### src/rtl/mem_port_arbiter.sv
// mem_port_arbiter: shares one single-cycle memory between a fetch port
// (read-only) and a data port (read/write). A round-robin grant on ties,
// a programmable number of idle wait states, then one ACCESS cycle.
// Optional feature: define MEM_ARB_ALIGN_CHECK_EN to reject odd byte
// addresses with an err_align pulse instead of touching memory.
module mem_port_arbiter #(
  parameter int ADDR_WIDTH  = 16,
  parameter int WAIT_CYCLES = 2
) (
  input  logic                  clk,
  input  logic                  rst,
  input  logic                  if_req,
  input  logic [ADDR_WIDTH-1:0] if_addr,
  output logic [15:0]           if_rdata,
  output logic                  if_done,
  input  logic                  d_req,
  input  logic                  d_wr,
  input  logic [ADDR_WIDTH-1:0] d_addr,
  input  logic [15:0]           d_wdata,
  output logic [15:0]           d_rdata,
  output logic                  d_done,
  output logic                  mem_enable,
  output logic                  mem_wr,
  output logic [ADDR_WIDTH-1:0] mem_addr,
  output logic [15:0]           mem_wdata,
  input  logic [15:0]           mem_rdata,
  output logic                  busy
`ifdef MEM_ARB_ALIGN_CHECK_EN
  ,
  output logic                  err_align
`endif
);

  typedef enum logic [1:0] {S_IDLE, S_WAIT, S_ACCESS} state_t;

  localparam logic [3:0] WAIT_INIT = 4'(WAIT_CYCLES);

  state_t                  r_state, w_next;
  logic [3:0]              r_cnt;
  logic                    r_port;     // 1 = data port owns the transaction
  logic                    r_last_d;   // 1 = data port was granted last
  logic [ADDR_WIDTH-1:0]   r_addr;
  logic                    r_wr;
  logic [15:0]             r_wdata;
  logic                    r_if_done, r_d_done;
  logic [15:0]             r_if_rdata, r_d_rdata;
  logic                    r_err;

  logic                    w_if_elig, w_d_elig, w_grant, w_grant_d, w_misalign;
  logic [ADDR_WIDTH-1:0]   w_gaddr;

  // A port that is pulsing done this cycle has not yet seen its request drop,
  // so it is excluded from arbitration for that cycle.
  assign w_if_elig = if_req & ~r_if_done;
  assign w_d_elig  = d_req  & ~r_d_done;
  assign w_grant   = w_if_elig | w_d_elig;
  assign w_grant_d = w_d_elig & (~w_if_elig | ~r_last_d);
  assign w_gaddr   = w_grant_d ? d_addr : if_addr;

`ifdef MEM_ARB_ALIGN_CHECK_EN
  assign w_misalign = w_gaddr[0];
  assign err_align  = r_err;
`else
  assign w_misalign = 1'b0;
`endif

  // State register
  always_ff @(posedge clk) begin
    if (rst) r_state <= S_IDLE;
    else     r_state <= w_next;
  end

  // Next-state: misaligned grants complete from IDLE without an access
  always_comb begin
    w_next = r_state;
    unique case (r_state)
      S_IDLE: begin
        if (w_grant && !w_misalign)
          w_next = (WAIT_INIT == 4'd0) ? S_ACCESS : S_WAIT;
      end
      S_WAIT:   if (r_cnt <= 4'd1) w_next = S_ACCESS;
      S_ACCESS: w_next = S_IDLE;
      default:  w_next = S_IDLE;
    endcase
  end

  // Outputs: memory is only enabled in ACCESS, write strobe gated by enable
  always_comb begin
    mem_enable = (r_state == S_ACCESS);
    mem_wr     = (r_state == S_ACCESS) & r_wr;
    mem_addr   = r_addr;
    mem_wdata  = r_wdata;
    busy       = (r_state != S_IDLE);
    if_done    = r_if_done;
    d_done     = r_d_done;
    if_rdata   = r_if_rdata;
    d_rdata    = r_d_rdata;
  end

  // Transaction latch, wait counter, completion pulses and read capture
  always_ff @(posedge clk) begin
    if (rst) begin
      r_cnt      <= '0;
      r_port     <= 1'b0;
      r_last_d   <= 1'b0;
      r_addr     <= '0;
      r_wr       <= 1'b0;
      r_wdata    <= '0;
      r_if_done  <= 1'b0;
      r_d_done   <= 1'b0;
      r_if_rdata <= '0;
      r_d_rdata  <= '0;
      r_err      <= 1'b0;
    end else begin
      r_if_done <= 1'b0;
      r_d_done  <= 1'b0;
      r_err     <= 1'b0;
      unique case (r_state)
        S_IDLE: begin
          if (w_grant) begin
            r_port   <= w_grant_d;
            r_last_d <= w_grant_d;
            r_addr   <= w_gaddr;
            r_wr     <= w_grant_d & d_wr;
            r_wdata  <= w_grant_d ? d_wdata : 16'h0000;
            r_cnt    <= WAIT_INIT;
            if (w_misalign) begin
              r_err <= 1'b1;
              if (w_grant_d) r_d_done  <= 1'b1;
              else           r_if_done <= 1'b1;
            end
          end
        end
        S_WAIT: r_cnt <= r_cnt - 4'd1;
        S_ACCESS: begin
          if (r_port) begin
            r_d_done <= 1'b1;
            if (!r_wr) r_d_rdata <= mem_rdata;
          end else begin
            r_if_done <= 1'b1;
            if (!r_wr) r_if_rdata <= mem_rdata;
          end
        end
        default: ;
      endcase
    end
  end

endmodule

### config.mk
export PLATFORM = sky130hd
export DESIGN_NAME = mem_port_arbiter
export DESIGN_NICKNAME = d
export VERILOG_FILES = /design/src/rtl/mem_port_arbiter.sv
export SDC_FILE = /design/constraint.sdc
export NUM_CORES = 1
export LEC_CHECK = 0
export CORE_MARGIN = 2
export CORE_UTILIZATION = 35
export DETAILED_ROUTE_END_ITERATION = 10
export MAX_ROUTING_LAYER = met4
export PLACE_DENSITY_LB_ADDON = 0.08
export SYNTH_ARGS = -nofsm -noshare
export SYNTH_HDL_FRONTEND = slang
export SYNTH_SLANG_ARGS = --single-unit
export TNS_END_PERCENT = 100
### constraint.sdc
create_clock -name clk -period 4.33 [get_ports clk]
set_input_delay 1.299 -clock clk [delete_from_list [all_inputs] [get_ports clk]]
set_output_delay 1.299 -clock clk [all_outputs]
set_load 0.03 [all_outputs]
* Word-level counts from Yosys, hierarchy flattened
Cells that the tools add are included.
Word-level totals: bits in registers 74, output and inout bits 69, word-level logic and storage cells 47
Operators by class: add/sub/neg operators 1, order comparisons 1, equal/unequal tests 4, multiplexer cells 9, bitwise logic cells 13, reductions and logical operators 9
Operator list (count):
- $mux 16 | 2
- $pmux 4 s2 | 1
- $not 1->1 | 6
- $reduce_and 2->1 | 3
- $reduce_and 3->1 | 2
- $and 1x1->1 | 5
- $le 4x1->1 const B | 1
- $mux 2 | 2
- $mux 4 | 1
- $ne 2x2->1 const B | 2
- $pmux 2 s2 | 1
- $reduce_bool 2->1 | 2
- $sub 4x1->4 const B | 1
- $eq 2x1->1 const B | 1
- $eq 2x2->1 const B | 1
- $logic_not 2->1 | 1
- $mux 1 | 2
- $or 1x1->1 | 2
- $reduce_or 2->1 | 1

* Longest topological paths before layout
Gate-level depths: netlist (run 1).
depth after elaboration 6, mapped depth 7

* Worst setup path before layout (run 1)
No wires, ideal clock.
path kind flip-flop to output port, start point register r_state[0], end point output port mem_wr, arrival time 0.982 ns, data required time 3.031 ns, slack 2.049 ns, cell stages (with the launch flop) 4, buffers on the path 1, cells stage by stage dfxtp_1 nand2b_1 buf_6 nor2_1
On the way: word-level cells in the longest chain between the ends 2
Ends and longest elaborated chain:
- start: declaration | RTL line 38 | state_t r_state, w_next;
- start signal: assignment | RTL line 70 | else r_state <= w_next;
- $eq 2x2->1 | RTL line 90 | mem_wr = (r_state == S_ACCESS) & r_wr;
- $and 1x1->1 | RTL line 90
- end: declaration | RTL line 23 | output logic mem_wr,
Every way passes these cells.

* Final worst setup path (run 1)
Ends and elaborated chain as after synthesis.

==> impl_metrics.env, run 1 <==
export IMPL_seqPwrFrac_pct=42.2
export IMPL_crit_path_max_fanout=8
export IMPL_rsz0062_at_grt="no"
export IMPL_fin_crit_ns=3.123
export IMPL_die_w_um=94.74
export IMPL_diodes=0
export IMPL_r2r_slack_ns=2.43
export IMPL_die_area_mm2=0.008975
export IMPL_setup_viol=0
export IMPL_pwr_density_cell_mw_per_mm2=405.9
export IMPL_sw_frac_of_total_pct=29.87
export IMPL_cts_setup_buffers=0
export IMPL_track_usage_pct=18.58
export IMPL_ctsResizeCount=0
export IMPL_worstMarginPinSlew_ns=0.9562
export IMPL_grt_max_degree=48
export IMPL_antenna_found_initial=0
export IMPL_power_switching_mw=0.5447
export IMPL_pre_cts_ws_ns=1.072
export IMPL_wl_per_cell_um=13.12
export IMPL_numCtsBuffers=9
export IMPL_endpoint_kind="output pin"
export IMPL_status="complete, no violations"
export IMPL_final_area_mm2=0.004492
export IMPL_ys_warn_count=0
export IMPL_synth_edf_count=0
export IMPL_finalHoldViolations=0
export IMPL_drv_slew=0
export IMPL_grt_pass1_wl_mm=12.77
export IMPL_synth_seq_cells=74
export IMPL_synth_nets=428
export IMPL_drive_gt1_share_pct=5.510
export IMPL_max_slew_margin_rel_pct=36.25
export IMPL_avgViaCountPerCell=4.798
export IMPL_critPathLaunchType="flip-flop"
export IMPL_fin_skew_ns=0.008628
export IMPL_final_cell_mix="136 x clkdlybuf4s50_1, 101 x nand2_1, 74 x dfxtp_1"
export IMPL_critPathArrivalTime_ns=1.82
export IMPL_final_cells=595
export IMPL_path_clk_slew_ns=0.07
export IMPL_grt_pass1_vias=2725
export IMPL_clock_latency_ns=0.33
export IMPL_post_dp_hpwl_mm=5.395
export IMPL_drc_errors=0
export IMPL_ys_flop_type="dfxtp_1"
export IMPL_seq_area_mm2=0.001481
export IMPL_area_delta_synth_final_pct=55.88
export IMPL_rows=33
export IMPL_core_mm2=0.008093
export IMPL_port_buffers=137
export IMPL_clock_sinks=74
export IMPL_drt_iter0_markers=99
export IMPL_yosysSeqAreaShare_pct=51.41
export IMPL_initial_core_util_pct=35.61
export IMPL_placed_area_mm2=0.004273
export IMPL_first_pass_iters=4
export IMPL_maxCapViolations=0
export IMPL_chipHeight_um=94.74
export IMPL_drt_antenna_violating_nets=0
export IMPL_synth_cell_types=30
export IMPL_power_frac_comb_pct=25.8
export IMPL_synth_async_reset_ratio_pct=0
export IMPL_power_ir_vdd_worst_mv=0.1789
export IMPL_multi_input_area_mm2=0.001230
export IMPL_gp_congestion=0.7392
export IMPL_final_nets=556
export IMPL_leakagePower_nw=1.592
export IMPL_fmax_mhz=320.2
export IMPL_holdPathStages=2
export IMPL_min_path_type="flip-flop to flip-flop"
export IMPL_ioPinCount=138
export IMPL_synth_area_mm2=0.002882
export IMPL_vias=2855
export IMPL_clockBufferDepth=2
export IMPL_gr_total_overflow=0
export IMPL_final_common_cell="clkdlybuf4s50_1"
export IMPL_syn_avg_cell_area_um2=8.071
export IMPL_power_frac_clock_pct=32.0
export IMPL_postCtsHoldBufs=0
export IMPL_period_share_pct=72.12
export IMPL_worst_slack_ns=1.207
export IMPL_path_class="flip-flop to output pin"
export IMPL_cp_required_ns=3.03
export IMPL_synthCells=357
export IMPL_placedCellCount=579
export IMPL_r2r_worst_path_cells=4
export IMPL_cts_tree="yes"
export IMPL_fin_setup_tns_ns=0
export IMPL_nFillCells=802
export IMPL_drt_wl_total_mm=7.806
export IMPL_p_int_mw=1.279
export IMPL_cts_root_buf="clkbuf_8"
export IMPL_cts_max_level=3
==> per-layer routing <==
| metal | routed length (µm) | share of wire [%] | vias up | GRT usage [%] |
|---|---|---|---|---|
| li1 | - | - | 1448 | - |
| met1 | 3350 | 43 | 1306 | 21.28 |
| met2 | 3798 | 49 | 95 | 30.85 |
| met3 | 572 | 7.3 | 6 | 5.986 |
| met4 | 85 | 1.1 | 0 | 5.918 |
| met5 | 0 | 0 | - | - |
==> power groups by stage <==
| stage | Sequential, mW | Clock [mW] | Combinational (mW) |
|---|---|---|---|
| after floorplan | 0.867 | 0 | 0.196 |
| after global placement | 0.784 | 0 | 0.472 |
| after detailed placement | 0.785 | 0 | 0.475 |
| after CTS | 0.770 | 0.602 | 0.477 |
| after global routing | 0.777 | 0.637 | 0.517 |
| final | 0.770 | 0.583 | 0.471 |
==> cell type report <==
class | instances | area share [%]
Clock buffer | 11 | 3.148
Sequential cell | 74 | 32.98
Multi-Input combinational cell | 252 | 27.38
Timing Repair Buffer | 143 | 31.42
Inverter | 5 | 0.4178
Clock inverter | 5 | 1.727
Tap cell | 105 | 2.925
==> cells in the mapped netlist, types with 2 or more instances <==
master	instances	area [µm²]
buf_2	10	50.05
a211oi_1	16	120.1
or3_1	3	18.77
nor3_1	3	15.01
a21oi_1	68	340.3
nand2b_1	2	12.51
clkbuf_1	8	30.03
nand2_1	101	379.1
dfxtp_1	74	1481
inv_1	5	18.77
nor2b_1	2	12.51
buf_4	5	37.54
buf_6	3	33.78
ha_1	2	25.02
nand3_1	20	100.1
nor2_1	21	78.83
==> per-stage QoR <==
step                hold WS [ns]  power, mW  util [%]
detailed placement        0.4461      1.260     52.80
finish                    0.4544      1.823     55.50
global route              0.4759      1.930     55.50
global placement          0.4412      1.257     52.80
floorplan                 0.4698      1.064         -
CTS                       0.4564      1.850     55.50
==> worst paths after layout <==
check                              end                startpoint
min           d_rdata[10]$_SDFFE_PP0P_  d_rdata[10]$_SDFFE_PP0P_
min reg2reg   d_rdata[10]$_SDFFE_PP0P_  d_rdata[10]$_SDFFE_PP0P_
max reg2reg  mem_wdata[1]$_SDFFE_PP0P_     r_last_d$_SDFFE_PP0P_
max                             mem_wr   r_state[0]$_SDFFE_PP0P_
==> sequential cells by signal (all words and copies together) (netlist names), 2 cells and up <==
signal     count
r_cnt          4
if_rdata      16
d_rdata       16
mem_addr      16
r_state        2
mem_wdata     16
==> cells by family (layout without fill, tap and decap cells) <==
kind of cell | Yosys count | in the layout | synth area share, %
AO/OA/AOI/OAI | 91 | 91 | 17.80
XOR/XNOR | 1 | 1 | 0.3040
adder cells (fa/ha/maj) | 2 | 2 | 0.8683
buffers and inverters | 31 | 164 | 5.906
flip-flops | 74 | 74 | 51.41
AND/OR/NAND/NOR | 158 | 158 | 23.71
==> critical path, stage by stage, from the launching register on <==
cell             delay, ns
dfxtp_1               0.32
nand2b_1              0.30
nor2_1                0.16
clkdlybuf4s50_1       0.71
Power figures use the tool's default switching activity.
==> run 2: changes to the inputs <==
clock period = 2.8 ns   (was 4.33 ns; I/O delays follow)
==> run 2 against run 1 <==
Critical path depth did not move. Routed wire length rose by 1.5%. Hold slack got worse by 0.0015 ns. Clock power rose by 77%. Critical endpoint unchanged. Via count fell by 0.21%. Sequential cell count did not move. Non-clock buffer count rose by 1. Global-route usage fell by 0.35 points.
==> impl_metrics.env, run 2 (synthesis gave the netlist of run 1 again) <==
export IMPL_die_area_mm2=0.008975
export IMPL_final_common_cell="clkdlybuf4s50_1"
export IMPL_fin_setup_tns_ns=0
export IMPL_grt_max_degree=75
export IMPL_antenna_found_initial=0
export IMPL_port_buffers=137
export IMPL_max_stage_delay_ns=0.72
export IMPL_seqPwrFrac_pct=40.1
export IMPL_leakagePower_nw=1.629
export IMPL_numCtsBuffers=9
export IMPL_critPathLaunchType="flip-flop"
export IMPL_drt_wl_total_mm=7.921
export IMPL_power_switching_mw=0.8560
export IMPL_path_cells="nand2b_1 -> nor2_1 -> clkdlybuf4s50_1"
export IMPL_track_usage_pct=18.23
export IMPL_holdWs_ns=0.4529
export IMPL_grt_pass1_wl_mm=12.65
export IMPL_die_w_um=94.74
export IMPL_total_power_mw=2.972
export IMPL_worstMarginPinSlew_ns=0.7170
export IMPL_crit_path_max_fanout=8
export IMPL_finalHoldViolations=0
export IMPL_postCtsHoldBufs=0
export IMPL_gr_total_overflow=0
export IMPL_endpoint_kind="output pin"
export IMPL_crit_slowest_cell="clkdlybuf4s50_1"
export IMPL_clock_sinks=74
export IMPL_fmax_mhz=374.5
export IMPL_clockBufferDepth=2
export IMPL_pwr_density_cell_mw_per_mm2=648.6
export IMPL_min_path_type="flip-flop to flip-flop"
export IMPL_cp_top_family="buffers and inverters"
export IMPL_p_int_mw=2.116
export IMPL_placedCellCount=580
export IMPL_initial_core_util_pct=35.61
export IMPL_cts_root_buf="clkbuf_8"
export IMPL_drv_slew=0
export IMPL_cts_max_level=3
export IMPL_rows=33
export IMPL_power_frac_clock_pct=34.5
export IMPL_power_frac_comb_pct=25.4
export IMPL_fin_skew_ns=0.007761
export IMPL_gp_congestion=0.7859
export IMPL_final_cells=596
export IMPL_core_mm2=0.008093
export IMPL_diodes=0
export IMPL_sw_frac_of_total_pct=28.80
export IMPL_first_pass_iters=4
export IMPL_post_dp_hpwl_mm=5.303
export IMPL_setup_viol=0
export IMPL_ctsResizeCount=0
export IMPL_status="complete, no violations"
export IMPL_chipHeight_um=94.74
export IMPL_final_cell_mix="136 x clkdlybuf4s50_1, 101 x nand2_1, 74 x dfxtp_1"
export IMPL_path_clk_slew_ns=0.08
export IMPL_area_delta_synth_final_pct=59.05
export IMPL_rsz0062_at_grt="no"
export IMPL_avgViaCountPerCell=4.780
export IMPL_critPathArrivalTime_ns=1.83
export IMPL_maxCapViolations=0
export IMPL_grt_pass1_vias=2794
export IMPL_period_share_pct=95.36
export IMPL_drt_iter0_markers=86
export IMPL_vias=2849
export IMPL_drive_gt1_share_pct=5.703
export IMPL_power_ir_vdd_worst_mv=0.3636
export IMPL_clock_latency_ns=0.33
export IMPL_cp_required_ns=1.96
export IMPL_path_class="flip-flop to output pin"
export IMPL_final_nets=557
export IMPL_max_slew_margin_rel_pct=52.05
export IMPL_worst_path_buf_inv=1
export IMPL_cts_tree="yes"
export IMPL_ioPinCount=138
export IMPL_drc_errors=0
export IMPL_wl_per_cell_um=13.29
export IMPL_fin_crit_ns=2.670
export IMPL_cts_setup_buffers=0
export IMPL_drt_antenna_violating_nets=0
-- run 2: cell types whose count changed in the layout (fill, tap and decap cells not counted), sizes merged --
cell    delta
clkbuf     +1
clkinv     -2
bufinv     +1
buf        +1
-- run 2: worst min-delay path, cell delays in order, from the launching register on --
cell	delay (ns)
dfxtp_1	0.31
nand2_1	0.05
a21oi_1	0.05
-- run 2: final cells by class --
cell class,count,area [µm²]
fill,777,3510
clock inverter,4,97.59
tap,105,131.4
timing repair buffer,144,1469
inverter,5,18.77
sequential,74,1481
multi-input combinational,252,1230
clock buffer,12,155.1
-- run 2: through the flow --
| step | worst slack (ns) | instance area (µm²) | util (%) |
|---|---|---|---|
| after floorplan | 0.9781 | 2882 | - |
| after global placement | 0.3363 | 4330 | 53.51 |
| after detailed placement | 0.2801 | 4330 | 53.51 |
| after CTS | 0.1086 | 4583 | 56.63 |
| after global routing | 0.01933 | 4583 | 56.63 |
| final | 0.1298 | 4583 | 56.63 |
-- run 2: path summary, 6_finish.rpt --
path | from | end | slack (ns) | cells past startpoint
setup / recovery | r_state[0]$_SDFFE_PP0P_ | mem_wr | 0.13 | 3
hold / removal | mem_wdata[2]$_SDFFE_PP0P_ | mem_wdata[2]$_SDFFE_PP0P_ | 0.45 | 2
setup reg to reg | r_state[0]$_SDFFE_PP0P_ | d_rdata[11]$_SDFFE_PP0P_ | 1.04 | 4
hold reg to reg | mem_wdata[2]$_SDFFE_PP0P_ | mem_wdata[2]$_SDFFE_PP0P_ | 0.45 | 2
-- run 2: power by group through the flow --
stage                     clock network [mW]  logic, mW  registers, mW
after floorplan                            0      0.303           1.34
after global routing                    1.10      0.819           1.20
after CTS                               1.05      0.762           1.19
final                                   1.03      0.756           1.19
after global placement                     0      0.755           1.21
after detailed placement                   0      0.759           1.21
-- run 2: per-layer routing --
layer	track usage, %	vias up	routed length (µm)
li1	-	1448	-
met1	21.37	1312	3484
met2	30.50	85	3907
met3	4.629	4	479
met4	6.039	0	51
met5	-	-	0
